### config.mk
export PLATFORM = sky130hd
export DESIGN_NAME = noc_packet_ejector
export DESIGN_NICKNAME = d
export VERILOG_FILES = /design/src/rtl/noc_packet_ejector_pkg.sv /design/src/rtl/noc_eject_fifo.sv /design/src/rtl/noc_packet_ejector.sv
export SDC_FILE = /design/constraint.sdc
export NUM_CORES = 1
export LEC_CHECK = 0
export BUFFER_PORTS_ARGS = -buffer_cell sky130_fd_sc_hd__buf_2
export CAP_MARGIN = 20
export CORE_MARGIN = 2
export CORE_UTILIZATION = 50
export CTS_BUF_LIST = sky130_fd_sc_hd__clkbuf_16
export DETAILED_ROUTE_END_ITERATION = 10
export GPL_TIMING_DRIVEN = 0
export PLACE_DENSITY = 0.66
export SLEW_MARGIN = 20
export SYNTH_ARGS = -nofsm -noshare
export SYNTH_HDL_FRONTEND = slang
export SYNTH_SLANG_ARGS = --single-unit
### constraint.sdc
create_clock -name noc_clk -period 3.8 [get_ports noc_clk]
set_clock_uncertainty 0.15 [all_clocks]
set_input_delay 0 -clock noc_clk [delete_from_list [all_inputs] [get_ports noc_clk]]
set_output_delay 0 -clock noc_clk [all_outputs]
set_load 0.05 [all_outputs]
### src/rtl/noc_packet_ejector_pkg.sv
// Shared NoC field layout plus ejector types and flit field helpers.
// Flit: [31:30] H marker, [29:28] E marker, [27:24] source {x,y}, [23:20] dest {x,y}.
`ifndef NOC_PARAMETERS
`define NOC_PARAMETERS
`define Noc_Data_Width 32
`define Noc_ID_X_Width 2
`define Noc_ID_Y_Width 2
`define Noc_Head_H 2'b11
`define Noc_Head_E 2'b01
`define Noc_Tail_H 2'b11
`define Noc_Tail_E 2'b10
`define Noc_Point_H 28
`define Noc_Source_Point 24
`define Noc_Point_E 20
`define Axi_Len_Point 8
`endif

package noc_packet_ejector_pkg;

    localparam int DW = `Noc_Data_Width;
    localparam int XW = `Noc_ID_X_Width;
    localparam int YW = `Noc_ID_Y_Width;

    localparam logic [1:0] ST_IDLE    = 2'd0;
    localparam logic [1:0] ST_BODY    = 2'd1;
    localparam logic [1:0] ST_DISCARD = 2'd2;

    typedef enum logic [1:0] {
        IDLE    = ST_IDLE,
        BODY    = ST_BODY,
        DISCARD = ST_DISCARD
    } state_t;

    typedef struct packed {
        logic [DW-1:0] data;
        logic          last;
        logic          err;
        logic [XW-1:0] src_x;
        logic [YW-1:0] src_y;
    } entry_t;

    function automatic logic [1:0] h_field(input logic [DW-1:0] f);
        return f[DW-1:DW-2];
    endfunction

    function automatic logic [1:0] e_field(input logic [DW-1:0] f);
        return f[DW-3:`Noc_Point_H];
    endfunction

    function automatic logic [XW+YW-1:0] src_field(input logic [DW-1:0] f);
        return f[`Noc_Point_H-1:`Noc_Source_Point];
    endfunction

    function automatic logic [XW+YW-1:0] dst_field(input logic [DW-1:0] f);
        return f[`Noc_Source_Point-1:`Noc_Point_E];
    endfunction

endpackage

### src/rtl/noc_eject_fifo.sv
// First-word-fall-through FIFO; simultaneous push and pop allowed even when full.
module noc_eject_fifo #(
    parameter int WIDTH = 8,
    parameter int DEPTH = 4
) (
    input  logic                     clk,
    input  logic                     rst,
    input  logic                     push,
    input  logic [WIDTH-1:0]         push_data,
    input  logic                     pop,
    output logic [WIDTH-1:0]         pop_data,
    output logic                     full,
    output logic                     empty,
    output logic [$clog2(DEPTH):0]   count
);

    localparam int AW = $clog2(DEPTH);
    localparam logic [AW:0] DEPTH_C = (AW+1)'(DEPTH);

    logic [WIDTH-1:0] mem [DEPTH];
    logic [AW-1:0]    wr_ptr;
    logic [AW-1:0]    rd_ptr;
    logic             do_push;
    logic             do_pop;

    assign full     = (count == DEPTH_C);
    assign empty    = (count == '0);
    assign do_pop   = pop && !empty;
    assign do_push  = push && (!full || do_pop);
    assign pop_data = mem[rd_ptr];

    always_ff @(posedge clk) begin
        if (do_push) begin
            mem[wr_ptr] <= push_data;
        end
    end

    always_ff @(posedge clk) begin
        if (rst) begin
            wr_ptr <= '0;
            rd_ptr <= '0;
            count  <= '0;
        end else begin
            if (do_push) wr_ptr <= wr_ptr + 1'b1;
            if (do_pop)  rd_ptr <= rd_ptr + 1'b1;
            if (do_push && !do_pop)      count <= count + 1'b1;
            else if (do_pop && !do_push) count <= count - 1'b1;
        end
    end

endmodule

### src/rtl/noc_packet_ejector.sv
// Local-port packet ejector: strips header/tail, stages payload to tag the last word.
module noc_packet_ejector
    import noc_packet_ejector_pkg::*;
#(
    parameter logic [`Noc_ID_X_Width-1:0] X_ID       = '0,
    parameter logic [`Noc_ID_Y_Width-1:0] Y_ID       = '0,
    parameter int                         FIFO_DEPTH = 4
) (
    input  logic                          noc_clk,
    input  logic                          noc_rst,
    input  logic                          receive_valid,
    output logic                          receive_ready,
    input  logic [`Noc_Data_Width-1:0]    receive_flit,
    input  logic                          receive_is_header,
    input  logic                          receive_is_tail,
    output logic                          pkt_valid,
    input  logic                          pkt_ready,
    output logic [`Noc_Data_Width-1:0]    pkt_data,
    output logic                          pkt_last,
    output logic                          pkt_err,
    output logic [`Noc_ID_X_Width-1:0]    pkt_src_x,
    output logic [`Noc_ID_Y_Width-1:0]    pkt_src_y,
    output logic [7:0]                    err_cnt
);

    localparam int CW = $clog2(FIFO_DEPTH) + 1;
    localparam logic [CW-1:0] DEPTH_C = CW'(FIFO_DEPTH);

    state_t        state, state_n;
    logic [DW-1:0] stage, stage_n;
    logic          stage_vld, stage_vld_n;
    logic [XW-1:0] src_x_q, src_x_n;
    logic [YW-1:0] src_y_q, src_y_n;
    logic [7:0]    err_q;
    logic          err_inc;
    logic          push;
    entry_t        push_entry;
    entry_t        head;
    logic          full;
    logic          empty;
    logic [CW-1:0] count;
    logic          pop;
    logic          fire;
    logic          hdr_ok;
    logic          tail_bad;

    assign pop  = !noc_rst && !empty && pkt_ready;
    assign fire = receive_valid && receive_ready;

    assign receive_ready = !noc_rst && ((state == DISCARD) || !full || pop);

    assign hdr_ok = receive_is_header
                 && h_field(receive_flit) == `Noc_Head_H
                 && e_field(receive_flit) == `Noc_Head_E
                 && dst_field(receive_flit) == {X_ID, Y_ID};

    assign tail_bad = h_field(receive_flit) != `Noc_Tail_H
                   || e_field(receive_flit) != `Noc_Tail_E
                   || src_field(receive_flit) != {src_x_q, src_y_q};

    always_comb begin
        state_n     = state;
        stage_n     = stage;
        stage_vld_n = stage_vld;
        src_x_n     = src_x_q;
        src_y_n     = src_y_q;
        err_inc     = 1'b0;
        push        = 1'b0;
        push_entry  = '{data: stage, last: 1'b0, err: 1'b0,
                        src_x: src_x_q, src_y: src_y_q};
        if (fire) begin
            unique case (state)
                IDLE, BODY: begin
                    if (receive_is_header) begin
                        // a header mid-packet aborts whatever is staged
                        if (state == BODY) begin
                            push           = stage_vld;
                            push_entry.last = 1'b1;
                            push_entry.err  = 1'b1;
                            err_inc        = 1'b1;
                        end
                        stage_vld_n = 1'b0;
                        if (hdr_ok) begin
                            {src_x_n, src_y_n} = src_field(receive_flit);
                            state_n = BODY;
                        end else begin
                            err_inc = 1'b1;
                            state_n = DISCARD;
                        end
                    end else if (state == IDLE) begin
                        err_inc = 1'b1;
                    end else if (receive_is_tail) begin
                        push            = stage_vld;
                        push_entry.last = 1'b1;
                        push_entry.err  = tail_bad;
                        err_inc         = tail_bad || !stage_vld;
                        stage_vld_n     = 1'b0;
                        state_n         = IDLE;
                    end else begin
                        push        = stage_vld;
                        stage_n     = receive_flit;
                        stage_vld_n = 1'b1;
                    end
                end
                DISCARD: begin
                    if (receive_is_tail) state_n = IDLE;
                end
                default: state_n = IDLE;
            endcase
        end
    end

    always_ff @(posedge noc_clk) begin
        if (noc_rst) begin
            state     <= IDLE;
            stage     <= '0;
            stage_vld <= 1'b0;
            src_x_q   <= '0;
            src_y_q   <= '0;
            err_q     <= '0;
        end else begin
            state     <= state_n;
            stage     <= stage_n;
            stage_vld <= stage_vld_n;
            src_x_q   <= src_x_n;
            src_y_q   <= src_y_n;
            if (err_inc && err_q != 8'hFF) err_q <= err_q + 8'd1;
        end
    end

    noc_eject_fifo #(
        .WIDTH ($bits(entry_t)),
        .DEPTH (FIFO_DEPTH)
    ) u_fifo (
        .clk       (noc_clk),
        .rst       (noc_rst),
        .push      (push),
        .push_data (push_entry),
        .pop       (pop),
        .pop_data  (head),
        .full      (full),
        .empty     (empty),
        .count     (count)
    );

    always_ff @(posedge noc_clk) begin
        if (!noc_rst) assert (full == (count == DEPTH_C));
    end

    // outputs are forced low for the whole reset, not just after the edge
    assign pkt_valid = !noc_rst && !empty;
    assign pkt_data  = noc_rst ? '0 : head.data;
    assign pkt_last  = !noc_rst && head.last;
    assign pkt_err   = !noc_rst && head.err;
    assign pkt_src_x = noc_rst ? '0 : head.src_x;
    assign pkt_src_y = noc_rst ? '0 : head.src_y;
    assign err_cnt   = noc_rst ? '0 : err_q;

endmodule

# Word level (Yosys, flattened, before mapping)

Memories as Yosys holds them, arrays and structs flattened. A register that Yosys moved wholly into a read port is not among the register bits.
Index checks and enable logic that the tools add are counted.

Bits in registers: 54
Memories: 1
Input port bits: 38
Word-level logic and storage cells: 100
Bits in writable memories: 152
Output and inout bits: 48

Eq/ne operators: 11
Muxes and demuxes: 36
Reduce and logical (&&, ||, !) cells: 35
Bitwise gates (word level): 3
Add/subtract/negate cells: 5

Memories:

| name       | words | width | rd ports | clocked after memory_dff | write ports | line                 | text |
|---|---|---|---|---|---|---|---|
| u_fifo.mem | 4     | 38    | 1        | 1                        | 1           | noc_eject_fifo.sv:20 | `logic [WIDTH-1:0] mem [DEPTH];` |

Operators by type and width:

| operator                                      | number |
|---|---|
| 2-to-1 mux 32 bit                             | 1 |
| 2-to-1 mux 2 bit                              | 14 |
| 2-to-1 mux 1 bit                              | 17 |
| logical AND 1 bit                             | 14 |
| adder 8 x 1 -> 8 bit, second input constant   | 1 |
| 2-to-1 mux 8 bit                              | 1 |
| inequality test 8 bit, second input constant  | 1 |
| zero test 1 bit                               | 6 |
| logical OR 1 bit                              | 6 |
| 2-to-1 mux 3 bit                              | 2 |
| inequality test 2 bit, second input constant  | 3 |
| AND reduction 5 bit                           | 1 |
| adder 2 x 1 -> 2 bit, second input constant   | 2 |
| == test 2 x 1 -> 1 bit, second input constant | 2 |
| == test 2 bit, second input constant          | 2 |
| zero test 4 bit                               | 1 |
| inequality test 4 bit                         | 1 |
| one-hot mux 2 bit (2 select lines)            | 1 |
| AND reduction 4 bit                           | 1 |
| adder 3 x 1 -> 3 bit, second input constant   | 1 |
| == test 3 bit, second input constant          | 1 |
| zero test 3 bit                               | 1 |
| inequality test 3 bit, second input constant  | 1 |
| NOT 1 bit                                     | 3 |
| other kinds (6)                               | 6 |

# Depth between registers and ports, before layout

Gate-level depths: netlist of the first run.

Depth in word-level cells: 13
Gate-level depth with buffers: 11
Mapped depth without buffers: 9

# Modules after synthesis

Synthesis of the first run repeated with hierarchy kept, for this count alone.

Cells, all modules: 541
Area total of the unflattened synthesis: 8298.0 um^2

By module, submodules not included:

| module             | area each (um^2) | times used | sequential area each (um^2) | cells each |
|---|---|---|---|---|
| noc_eject_fifo     | 5974.5           | 1          | 4744.6                      | 246 |
| noc_packet_ejector | 2323.5           | 1          | 940.9                       | 295 |

# Least setup slack after synthesis of the first run

OpenSTA, ideal clock, no wires.

Path type: reg2reg
Start: register u_fifo.count[0]
End: memory u_fifo.mem[0][0] in the netlist's numbering, enable pin
Library setup time: 399 ps
Arrival: 2074 ps
Path slack: 1177 ps
Data required time: 3251 ps
Cell stages (with the launch flop): 6
Period minus slack after synthesis: 2623 ps
Cells stage by stage: dfxtp_1 > nor4b_2 > nor3_1 > and3_1 > buf_2 > and2_1

Word-level cells in the longest chain between the ends: 11

RTL lines:

| element                                  | line                                           | text |
|---|---|---|
| from (decl)                              | noc_eject_fifo.sv:14                           | `output logic [$clog2(DEPTH):0] count` |
| from (signal assigned)                   | noc_eject_fifo.sv:46                           | `if (do_push && !do_pop) count <= count + 1'b1;` |
| from (signal assigned)                   | noc_eject_fifo.sv:47                           | `else if (do_pop && !do_push) count <= count - 1'b1;` |
| zero test 3 bit                          | noc_eject_fifo.sv:27                           | `assign empty = (count == '0);` |
| zero test 1 bit                          | noc_eject_fifo.sv:28, noc_packet_ejector.sv:47 |  |
| logical AND 1 bit (2 in series)          | noc_packet_ejector.sv:47                       | `assign pop = !noc_rst && !empty && pkt_ready;` |
| logical OR 1 bit                         | noc_packet_ejector.sv:50                       | `assign receive_ready = !noc_rst && ((state == DISCARD) \|\| !full \|\| pop);` |
| logical AND 1 bit                        | noc_packet_ejector.sv:50                       |  |
| logical AND 1 bit                        | noc_packet_ejector.sv:48                       | `assign fire = receive_valid && receive_ready;` |
| 2-to-1 mux 1 bit                         | noc_packet_ejector.sv:71                       | `if (fire) begin` |
| logical AND 1 bit *                      | noc_eject_fifo.sv:29                           | `assign do_push = push && (!full \|\| do_pop);` |
| via u_fifo.do_push                       | noc_eject_fifo.sv:23                           | `logic do_push;` |
| 2-to-1 mux 1 bit *                       | noc_eject_fifo.sv:33                           | `if (do_push) begin` |
| 2-to-1 mux 1 bit (not written as such) * | noc_eject_fifo.sv:34                           | `mem[wr_ptr] <= push_data;` |
| to (decl)                                | noc_eject_fifo.sv:20                           |  |

The timed path passes the listed nets; every way through them passes the cells marked *.

==> summary.txt, run 1 <==
Routing
  – Total Routed Length: roughly 17,000 µm
  – DRC violations left: 0
  – Vias per inst: ~5.2
  – DRT Pass-1 Iters: 4
  – WL/cell: between 15 and 20 µm
  – Vias: 4,868
  – Initial detailed-routing violation count: 279
  – DRT antenna net count: 0

Die
  – Chip Width: roughly 130 µm
  – Core ar.: roughly 16,000 µm²
  – Ports: 86
  – Starting Density: between 50% and 60%
  – DIE AREA: ~17,000 µm²
  – Cell Rows: 46
  – Die height: 132 µm

CTS
  – Clk_lat worst skew: a little under 0.5 ns
  – Root Driver: clkbuf_16
  – CTS resizes: 0
  – Post-CTS Hold Buffers: 41
  – Clock Path Buffers: 3
  – CTS tree: built
  – H-Tree Level Count: 1
  – Clock transition at path regs: 0.06 ns
  – Post CTS Setup Buffer Count: 0
  – Num Clock Sinks: approximately 210
  – CTS buffer count: 22

Timing
  – Final setup viols: 0
  – Final slew viol count: 0
  – Minimum hold slack: approximately 0.15 ns
  – Unrepaired setup endpoints after global routing: no
  – Fin. Hold Viols: 0
  – Fin crit period: 2.84 ns
  – Worst slew pin tran: ~0.73 ns
  – TNS Setup: 0 ns
  – Relative slew margins: 51.3%
  – Period utilisation layout: roughly 75%
  – Fmax: 352 MHz

Logic synthesis
  – Netlist cell types: 42
  – Mapped Cells: roughly 540
  – FF+latch count, synth: 208
  – Post-synthesis sequential area ratio: ~69%
  – Ys Warns: 0
  – Number of synthesized flops with an enable pin: ~150
  – Fraction of registers with async set/reset: 0%
  – Avg Cell Area, Syn: around 15 µm²
  – Primary FF master, synth: edfxtp_1
  – Post-Syn Nets: a little under 600
  – Post-Syn Area: a little over 8000 µm²

Placement
  – IO Port Bufs: 84
  – Gp weighted congestion: ~0.82
  – DP Wirelength: ~11,000 µm
  – DP Area: roughly 9000 µm²

Worst setup path
  – Critical path type: flip-flop to output pin
  – Critical Path AT: approximately 2.7 ns
  – Nature of the critical path startpoint: flip-flop
  – Critical R2R Launch: u_fifo.count[0]
  – CP endpoint kind: output pin
  – Req. time, crit path: 3.65 ns
  – Max FO, Critical Path: 10

GRT
  – Total gr overflow: 0
  – Initial antenna violation count: 0
  – Routing usage on met3: a little over 3%
  – Largest net degree at the start of global routing: 22
  – GR Util met1: approximately 26%
  – First-pass GRT wire length: about 27,000 µm
  – Grt peak-use layer: met2
  – Met2 Use GR: between 30% and 40%
  – Vias in the first global route: about 5,100
  – Total GRT Usage: 19.6%

Final layout
  – Synthesis-to-finish area growth: 23.1%
  – Final nets: between 700 and 800
  – Commonest non-fill, non-tap cell in the layout: edfxtp_1
  – Final core utilization: between 60% and 70%
  – N_diodes: 0
  – Final Cell Area: between 10,000 and 15,000 µm²
  – Share of cells above drive strength 1: 25.6%
  – Most frequent cells in the layout: edfxtp_1, buf_2, nand2_1
  – FILL cells: between 1,000 and 1,500

Pwr
  – Leakage: around 3.7 nW
  – Final Power: roughly 4.5 mW
  – Peak supply drop: 0.302 mV
  – PwrDens: between 400 and 500 nW/µm²

Worst hold path
  – Min-delay src: receive_flit[5]
  – Tightest Hold Check Type: primary input to flip-flop

Flow run
  – Max-cap viol count: 0

Run status
  – Status: complete, no violations
==> critical path: stages (launching register included) <==
cell,delay [ns]
dfxtp_1,0.32
clkbuf_1,0.48
clkbuf_1,0.60
mux4_2,0.41
nor2b_1,0.15
buf_2,0.24
==> where the power goes <==
part | internal (mW) | leakage, nW | total (mW) | switching [mW]
Clock | 1.16 | 0.355 | 1.98 | 0.818
Combinational | 0.0597 | 1.36 | 0.140 | 0.0806
Sequential | 2.41 | 1.97 | 2.41 | 0.00304
==> final timing paths <==
| path | endpoint | slack (ns) | cells after the start |
|---|---|---|---|
| worst max-delay path | pkt_data[13] | 0.96 | 5 |
| worst min register to register | err_q[2] | 0.34 | 1 |
| worst max register to register | u_fifo.count[2] | 1.00 | 10 |
| worst min-delay path | stage[5] | 0.15 | 4 |
==> per-stage QoR <==
step / worst slack, ns / cells
after global routing: 0.802 / 928
after detailed placement: 1.03 / 847
after floorplan: 1.18 / 543
after CTS: 0.878 / 928
after global placement: 0.288 / 843
final: 0.960 / 928
==> metal layers <==
metal / share of wire [%] / wire length (µm)
met5: 0 / 0
met4: 1.5 / 256
met3: 5.5 / 918
met2: 49 / 8200
met1: 44 / 7260
==> cell families (layout without fill, tap and decap cells) <==
kind of cell               after synthesis  after routing  synth area share (%)
AOI/OAI and AO/OA                       62             62                  4.35
buffers and inverters                   36            205                  1.94
adders and majority gates                7              7                  1.16
muxes                                   46             46                  11.4
xor gates and xnor gates                 9              9                 0.960
and+or+nand+nor                        175            175                  10.9
DFF                                    208            208                  69.3
==> sequential cells by signal, summed over array words and instances (netlist names), named ones only <==
signal         cells
stage_vld          1
err_q              8
u_fifo.mem       152
state              2
u_fifo.wr_ptr      2
stage             32
src_y_q            2
u_fifo.count       3
src_x_q            2
u_fifo.rd_ptr      2
==> final cells by class <==
type | count | area [µm²] | share of cell area (%)
sequential | 208 | 5690 | 56.3
multi-input combinational | 299 | 2370 | 23.4
timing repair buffer | 129 | 941 | 9.32
clock buffer | 23 | 576 | 5.70
tap | 216 | 270 | 2.68
buffer | 28 | 129 | 1.28
clock inverter | 17 | 103 | 1.02
inverter | 8 | 30.0 | 0.297
==> cell usage after synthesis (8+ instances only) <==
cell,number,area (µm²)
edfxtp_1,152,4560
nand2_1,72,270
dfxtp_1,56,1120
a21oi_1,40,200
mux4_2,38,856
o21ai_0,10,50.1
nor2b_1,42,263
nor2_1,22,82.6
inv_1,8,30.0
clkbuf_1,12,45.0
nand3_1,8,40.0
buf_2,13,65.1
No activity file was read; power rests on OpenSTA's default activity.
==> run 2, diff against run 1 <==
Clock period 3.8 ns to 2.9 ns, I/O delays scaled along.
==> summary.txt, run 2 (synthesis gave the netlist of run 1 again) <==
Pwr
  – Peak supply drop: roughly 0.4 mV
  – Sw Share: about a fifth
  – Clock Power Share: ~44%
  – Final Power: 5.93 mW
  – Sequential power share: a little over half
  – Net Switching: approximately 1.2 mW
  – Leakage: 3.70 nW
  – Logic gate share of total power: about 3.1%
  – Pint: between 4 and 5 mW
  – PwrDens: 587 nW/µm²

Routing
  – Vias: ~4,900
  – DRT Pass-1 Iters: 4
  – Vias per inst: around 5.3
  – DRT antenna net count: 0
  – DRC violations left: 0
  – Initial detailed-routing violation count: ~280
  – WL/cell: approximately 18 µm
  – Total Routed Length: approximately 17,000 µm

Timing
  – Worst setup margin: 0.112 ns
  – Relative slew margins: 51.2%
  – Final setup viols: 0
  – Fin. Hold Viols: 0
  – Period utilisation layout: a little over nine tenths
  – Unrepaired setup endpoints after global routing: no
  – Worst slew pin tran: just over 0.7 ns
  – Final slew viol count: 0
  – Fmax: 359 MHz
  – Fin crit period: 2.79 ns

Worst hold path
  – Hold Path End: stage[5]
  – Hold path depth: 4
  – Tightest Hold Check Type: primary input to flip-flop
  – Min-delay src: receive_flit[5]

Worst setup path
  – CP endpoint kind: flip-flop
  – Worst r2r dst: state[1]
  – Req. time, crit path: ~3.1 ns
  – Reg2Reg Setup Slack: roughly 0.11 ns
  – Nature of the critical path startpoint: flip-flop
  – Critical path type: flip-flop to flip-flop
  – Critical R2R Launch: state[0]
  – Critical Path AT: ~3.0 ns
  – Reg2reg path depth: 8
  – Max FO, Critical Path: 10

GRT
  – Grt peak-use layer: met2
  – Vias in the first global route: just over 5,000
  – Met2 Use GR: 34.4%
  – Initial antenna violation count: 0
  – GR Util met1: 25.7%
  – Total gr overflow: 0
  – First-pass GRT wire length: about 27,000 µm
  – Largest net degree at the start of global routing: 22
  – Routing usage on met3: 3.08%
  – Total GRT Usage: 19.6%

Final layout
  – Commonest non-fill, non-tap cell in the layout: edfxtp_1
  – N_diodes: 0
  – Final Cell Area: between 10,000 and 15,000 µm²
  – Largest registers: u_fifo.mem x152, stage x32, err_q x8
  – Reg with most FFs: u_fifo.mem
  – Most frequent cells in the layout: edfxtp_1, buf_2, nand2_1
  – Final nets: roughly 740
  – Max reg flops: 152
  – FILL cells: around 1,200
  – Share of cells above drive strength 1: between 20% and 30%
  – Final core utilization: roughly 63%
  – Synthesis-to-finish area growth: 23.2%

Die
  – Starting Density: between 50% and 60%
  – Cell Rows: 46
  – Core ar.: between 15,000 and 20,000 µm²
  – Die height: about 130 µm
  – Ports: 86
  – DIE AREA: roughly 17,000 µm²
  – Chip Width: between 100 and 150 µm

CTS
  – H-Tree Level Count: 1
  – Clock transition at path regs: ~0.060 ns
  – CTS buffer count: 22
  – CTS tree: built
  – Clk_lat worst skew: 0.49 ns
  – Root Driver: clkbuf_16
  – Clock Path Buffers: 3
  – Num Clock Sinks: between 200 and 250

Placement
  – DP Area: ~9000 µm²
  – IO Port Bufs: 84
  – Post-place setup slack: ~0.13 ns
  – DP Wirelength: ~11,000 µm
  – Gp weighted congestion: between 0.8 and 0.9

Flow run
  – Max-cap viol count: 0

Run status
  – Status: complete, no violations
==> run 2: cell counts in the layout (fill, tap and decap cells not counted) <==
No cell type changed its count.
==> run 2: worst max-delay path by stage <==
stage,start,end,cells past startpoint
after floorplan,u_fifo.count[0],u_fifo.mem[0][0],5
after global placement,u_fifo.count[0],u_fifo.mem[3][32],5
after detailed placement,u_fifo.count[0],u_fifo.count[2],10
after CTS,flip-flop,pkt_data[27],5
after global routing,state[0],state[1],8
final,state[0],state[1],8
==> run 2: critical path, stage by stage, from the launching register on <==
cell,delay (ns)
dfxtp_1,0.30
clkbuf_1,0.20
nand2b_1,0.22
a41oi_1,0.35
o21ai_0,0.14
dlygate4sd3_1,0.57
nand2_1,0.08
a21oi_1,0.07
dlygate4sd3_1,0.60
==> run 2: stage by stage <==
step                      std cells  hold WS (ns)  setup TNS (ns)
after floorplan                 543       -0.0140               0
after global placement          843        0.0894          -91.69
after detailed placement        847        0.0983               0
after CTS                       928         0.133               0
after global routing            928         0.147               0
final                           928         0.150               0
==> run 2: final cells by class <==
class,instances,area (µm²),share of cell area (%)
Buffer,28,131,1.30
Inverter,8,30.0,0.297
Clock buffer,23,576,5.69
Tap cell,216,270,2.67
Timing Repair Buffer,129,941,9.31
Sequential cell,208,5690,56.2
Clock inverter,17,103,1.01
Multi-Input combinational cell,299,2370,23.5
==> run 2: power by group through the flow <==
stage	logic, mW	registers (mW)	clock network (mW)
floorplan	0.0733	3.22	0
detailed placement	0.141	3.22	0
finish	0.184	3.16	2.59
global route	0.197	3.15	2.76
CTS	0.183	3.16	2.64
global placement	0.140	3.22	0
==> run 2: what timing repair did <==
action,in CTS,in global routing
endpoints found under the hold margin,60,0
resized for setup,1,3
hold buffers,41,0
buffers inserted,0,0
endpoints found under the setup margin,2,11
==> run 2: per-layer routing <==
layer | routed length (µm) | up-vias
li1 | - | 2335
met1 | 7220 | 2380
met2 | 8250 | 152
met3 | 976 | 18
met4 | 223 | 0
met5 | 0 | -
